===== src/rtl/adder_share_arbiter.sv =====
`default_nettype none
// ============================================================================
// Module      : adder_share_arbiter
// Description : Round-robin arbiter and two-stage pipeline that time-shares a
//               single registered WIDTH-bit adder among NREQ requesters.
//               Each accepted operand pair carries its requester ID and the
//               sum is returned with that ID two cycles after the transfer.
//               Response backpressure stalls the whole pipeline.
// Ports       : clk, rst        - clock, asynchronous active-high reset
//               req_valid/ready - per-requester handshake (ready one-hot)
//               req_a/req_b     - packed operands, requester i at [i*WIDTH +: WIDTH]
//               rsp_valid/ready - result handshake
//               rsp_id/rsp_sum  - requester index and WIDTH+1-bit unsigned sum
//               busy            - any pipeline stage holds valid data
// Revision    : 1.0 - initial release
// ============================================================================
module adder_share_arbiter #(
  parameter int WIDTH = 138,
  parameter int NREQ  = 4,
  parameter int IDW   = 2
) (
  input  logic                  clk,
  input  logic                  rst,
  input  logic [NREQ-1:0]       req_valid,
  output logic [NREQ-1:0]       req_ready,
  input  logic [NREQ*WIDTH-1:0] req_a,
  input  logic [NREQ*WIDTH-1:0] req_b,
  output logic                  rsp_valid,
  input  logic                  rsp_ready,
  output logic [IDW-1:0]        rsp_id,
  output logic [WIDTH:0]        rsp_sum,
  output logic                  busy
);

  localparam logic [IDW-1:0] LAST_ID  = IDW'(NREQ - 1);
  localparam logic [IDW:0]   NREQ_EXT = (IDW + 1)'(NREQ);

  // Stage 1: operand registers
  logic             s1_valid_q, s1_valid_d;
  logic [IDW-1:0]   s1_id_q,    s1_id_d;
  logic [WIDTH-1:0] a_q,        a_d;
  logic [WIDTH-1:0] b_q,        b_d;
  // Stage 2: sum registers
  logic             rsp_valid_q, rsp_valid_d;
  logic [IDW-1:0]   rsp_id_q,    rsp_id_d;
  logic [WIDTH:0]   rsp_sum_q,   rsp_sum_d;
  // Round-robin priority pointer
  logic [IDW-1:0]   ptr_q, ptr_d;

  logic             adv;
  logic             any_valid;
  logic             found;
  logic [IDW:0]     cand;
  logic [IDW-1:0]   grant;
  logic [IDW-1:0]   ptr_next;

  // The whole pipeline moves only when the output slot is free or drained.
  assign adv       = !rsp_valid_q || rsp_ready;
  assign any_valid = |req_valid;

  // Scan ptr, ptr+1, ... with wrap; the one extra bit in cand keeps the
  // intermediate sum from overflowing before the modulo correction.
  always_comb begin : arb_scan
    grant = ptr_q;
    found = 1'b0;
    cand  = '0;
    for (int k = 0; k < NREQ; k++) begin
      cand = {1'b0, ptr_q} + (IDW + 1)'(k);
      if (cand >= NREQ_EXT) begin
        cand = cand - NREQ_EXT;
      end
      if (!found && req_valid[cand[IDW-1:0]]) begin
        found = 1'b1;
        grant = cand[IDW-1:0];
      end
    end
  end

  assign ptr_next = (grant == LAST_ID) ? '0 : grant + IDW'(1);

  // Ready is withheld during reset so nothing is handed over while the
  // pipeline is being cleared.
  always_comb begin : ready_gen
    req_ready = '0;
    if (!rst && adv && any_valid) begin
      req_ready[grant] = 1'b1;
    end
  end

  always_comb begin : next_state
    s1_valid_d  = s1_valid_q;
    s1_id_d     = s1_id_q;
    a_d         = a_q;
    b_d         = b_q;
    rsp_valid_d = rsp_valid_q;
    rsp_id_d    = rsp_id_q;
    rsp_sum_d   = rsp_sum_q;
    ptr_d       = ptr_q;
    if (adv) begin
      rsp_valid_d = s1_valid_q;
      rsp_id_d    = s1_id_q;
      rsp_sum_d   = {1'b0, a_q} + {1'b0, b_q};
      if (any_valid) begin
        s1_valid_d = 1'b1;
        s1_id_d    = grant;
        a_d        = req_a[grant*WIDTH +: WIDTH];
        b_d        = req_b[grant*WIDTH +: WIDTH];
        ptr_d      = ptr_next;
      end else begin
        // Operand registers keep their last value; only the valid bit drops.
        s1_valid_d = 1'b0;
      end
    end
  end

  always_ff @(posedge clk or posedge rst) begin : regs
    if (rst) begin
      s1_valid_q  <= 1'b0;
      s1_id_q     <= '0;
      a_q         <= '0;
      b_q         <= '0;
      rsp_valid_q <= 1'b0;
      rsp_id_q    <= '0;
      rsp_sum_q   <= '0;
      ptr_q       <= '0;
    end else begin
      s1_valid_q  <= s1_valid_d;
      s1_id_q     <= s1_id_d;
      a_q         <= a_d;
      b_q         <= b_d;
      rsp_valid_q <= rsp_valid_d;
      rsp_id_q    <= rsp_id_d;
      rsp_sum_q   <= rsp_sum_d;
      ptr_q       <= ptr_d;
    end
  end

  assign rsp_valid = rsp_valid_q;
  assign rsp_id    = rsp_id_q;
  assign rsp_sum   = rsp_sum_q;
  assign busy      = s1_valid_q || rsp_valid_q;

endmodule
`default_nettype wire


===== config.mk =====
export PLATFORM = sky130hd
export DESIGN_NAME = adder_share_arbiter
export DESIGN_NICKNAME = d
export VERILOG_FILES = /design/src/rtl/adder_share_arbiter.sv
export SDC_FILE = /design/constraint.sdc
export NUM_CORES = 2
export LEC_CHECK = 0
export CAP_MARGIN = 10
export CORE_AREA = 4 4 490 492
export DETAILED_ROUTE_END_ITERATION = 8
export DIE_AREA = 0 0 494 496
export GPL_ROUTABILITY_DRIVEN = 0
export PLACE_DENSITY = 0.39
export REMOVE_ABC_BUFFERS = 1
export SLEW_MARGIN = 20
export SYNTH_ARGS = -nofsm -noshare
export SYNTH_HDL_FRONTEND = slang
export SYNTH_SLANG_ARGS = --single-unit

===== constraint.sdc =====
create_clock -name clk -period 29.8 [get_ports clk]
set_clock_uncertainty 0.15 [all_clocks]
set_input_delay 5.96 -clock clk [delete_from_list [all_inputs] [get_ports clk]]
set_output_delay 5.96 -clock clk [all_outputs]
set_load 0.01 [all_outputs]

==> metrics.cfg <==
[die]
die-area_um2=245000
die_h_um=496
die_width_um=494
ioPinCount=1258
start_util=0.1311
num_rows=178
core_um2=235200

[power_and_ir_drop]
ir_worst_vdd_uv=46.21
switching_share=0.5008
share_comb_of_total_power=0.686
pwr-share-seq=0.188
p_leak_nw=18.20
cellPowerDensity_nw_per_um2=122.9
p_int_w=0.003010
power_w=0.006028
power_frac_clock=0.126
power.switching_w=0.003019

[sta]
slew_viol_final=0
fin_crit_sh=0.5160
setup_violations=0
holdWs_ps=328.5
worst_pin_slew_ps=1055
rsz0062_at_grt=false
tns_ps=0
relSlewSlack=0.2966
finalHoldViolations=0
max_freq_mhz=65.03
min_period_ps=15380

[hold_path]
hold_path.class=flip-flop to flip-flop
hold_path_depth=2
holdPathEnd=rsp_sum[0]
hold_start=rsp_sum[0]

[clock_tree]
h-tree-depth=2
cts_tree=yes
post_cts_buffers=0
cts_hold_buf=0
clk_pin_slew_ps=60
clk_latency_ps=700
cts_buffers=61
cts_resized=0
cts.sinks=423
cts_buffer_depth=3
cts-root-buf=clkbuf_16

[global_route]
grt_pass1_vias=30380
overflow=0
grt.total_usage=0.1605
grt_start_max_net_pins=117
grt_pass1_wl_um=271100
antenna_found_initial=106

[cells_and_area]
drive_gt1_frac=0.1816
utilization=0.2086
num-nets-final=5227
syn2layout_area_growth_pct=59.05
instances_no_fill=7207

[route]
wl_per_cell_um=28.64
drcViolationCount=0
drt-total-wl_um=206400
vias_per_cell=4.119
first_iter_violations=2413
detail-route-antenna-nets=0
drt-pass1-iter-count=5
num_vias=29690

[placed_design]
port_buffers=1257
dpl.hpwl_um=178600
placed_cells=7060

[yosys]
yosys.area.top_type=dfrtp_1
synthesis.area_um2=30840
synth-seq-area-share=0.3432
ys_top_cells_by_count=dfrtp_1, a21oi_1, mux2_2
yosys_most_used_dff=dfrtp_1
ys_top_cells_by_area=dfrtp_1, mux4_2, mux2_2
ys_ff_latch=423
avgSynthCellArea_um2=10.95
yosysUniqueCellTypes=81
netlist.area_leader.share=0.3432
ys_async_sr_fraction=1.000
ys_warn_count=0
yosysMostFrequentCell=dfrtp_1
synth_edf_count=0
synth_cells=2817

[setup_path]
worstSetupEndpointType=output port
reg2reg_setup_slack_ps=23870
rr_endpoint=rsp_sum[133]
cp.arrival_ps=9270
crit_type=primary input to output port
critical_path.max_fanout=45
rr_startpoint=b_q[25]
r2r_cells=15
required_ps=23690
critPathLaunchType=primary input

[run_status]
status=finished, final reports clean

[flow_run]
maxCapViolCount=0

-- state kept, by name, indices dropped and copies added (netlist names) --
name        count
a_q           138
b_q           138
ptr_q           2
rsp_id          2
rsp_sum       139
rsp_valid       1
s1_id_q         2
s1_valid_q      1
-- worst max-delay path: stages --
cell and delay, ps:
clkdlybuf4s50_1 570, nor2b_1 240, a211o_1 150, o22a_4 480, buf_4 730, ha_1 260, nor3b_1 240, clkdlybuf4s50_1 590
-- power by group through the flow --
stage / registers [W] / clock network (W) / logic [W]
floorplan: 0.00107 / 0 / 0.00275
detailed placement: 0.00116 / 0 / 0.00412
CTS: 0.00116 / 0.000803 / 0.00414
global placement: 0.00116 / 0 / 0.00411
finish: 0.00113 / 0.000758 / 0.00414
global route: 0.00118 / 0.000819 / 0.00446
-- how the worst max path moves through the flow --
| stage | from | endpoint | slack, ps |
|---|---|---|---|
| 2_1_floorplan | rsp_ready | req_ready[0] | -18980 |
| 3_3_place_gp | req_valid[2] | req_ready[3] | 14330 |
| 3_5_place_dp | req_valid[2] | req_ready[3] | 14380 |
| 4_1_cts | req_valid[2] | req_ready[3] | 14370 |
| 5_1_grt | req_valid[1] | req_ready[3] | 14150 |
| 6_report | req_valid[2] | req_ready[3] | 14420 |
-- layer usage --
metal  global-route usage  wire length (µm)  vias to the layer above
met5                    0               255                        -
met4              0.04255              5696                       42
met3              0.05415             19370                      273
met2               0.2565             93340                     1526
met1               0.2066             87760                    14800
li1                     -                 -                    13050
-- per-stage QoR --
stage          cell area (µm²)  setup WS, ps
2_1_floorplan            30030        -18980
3_3_place_gp             46910         14330
3_5_place_dp             46910         14380
4_1_cts                  48960         14370
5_1_grt                  49010         14150
6_report                 49050         14420
-- cells in the final DEF (no fill, tap or decap), types with 6 or more instances in the layout --
master           instances
clkdlybuf4s50_1       1257
dfrtp_1                423
a21oi_1                314
mux2_2                 278
mux4_2                 276
nor2_1                 242
nand2_1                201
ha_1                   142
o21ai_0                105
xnor2_1                 72
nand4_1                 70
a21o_1                  70
clkbuf_16               63
xor2_1                  58
o21bai_1                47
inv_1                   45
buf_4                   38
diode_2                 32
nor3_1                  29
o21ai_1                 28
o21a_1                  16
clkinv_2                15
nand3_1                 14
nor2b_1                 14
nand2b_1                13
a221oi_1                12
a31oi_1                 11
a211oi_1                11
clkinvlp_4              10
o211ai_1                 9
o31ai_1                  8
a21boi_0                 8
clkbuf_8                 8
and3_1                   7
nor3b_1                  7
clkbuf_1                 7
or3_1                    6
-- kinds of logic after synthesis --
group                    after synthesis  share of synthesized area
adder cells (fa/ha/maj)              143                    0.05826
XOR/XNOR                             130                    0.03692
flip-flops                           423                     0.3432
buffers and inverters                250                    0.03201
AND/OR/NAND/NOR                      628                    0.09157
AO/OA/AOI/OAI                        687                     0.1343
multiplexers                         556                     0.3037
-- layout make-up --
class,instances,area [µm²]
Fill cell,25870,186100
Multi-Input combinational cell,2144,19310
Timing Repair Buffer,1296,12890
Sequential cell,423,10590
Tap cell,3150,3941
Clock buffer,78,1713
Clock inverter,37,340.3
Inverter,47,191.4
Antenna cell,32,80.08
No activity file was read; power rests on OpenSTA's default activity.
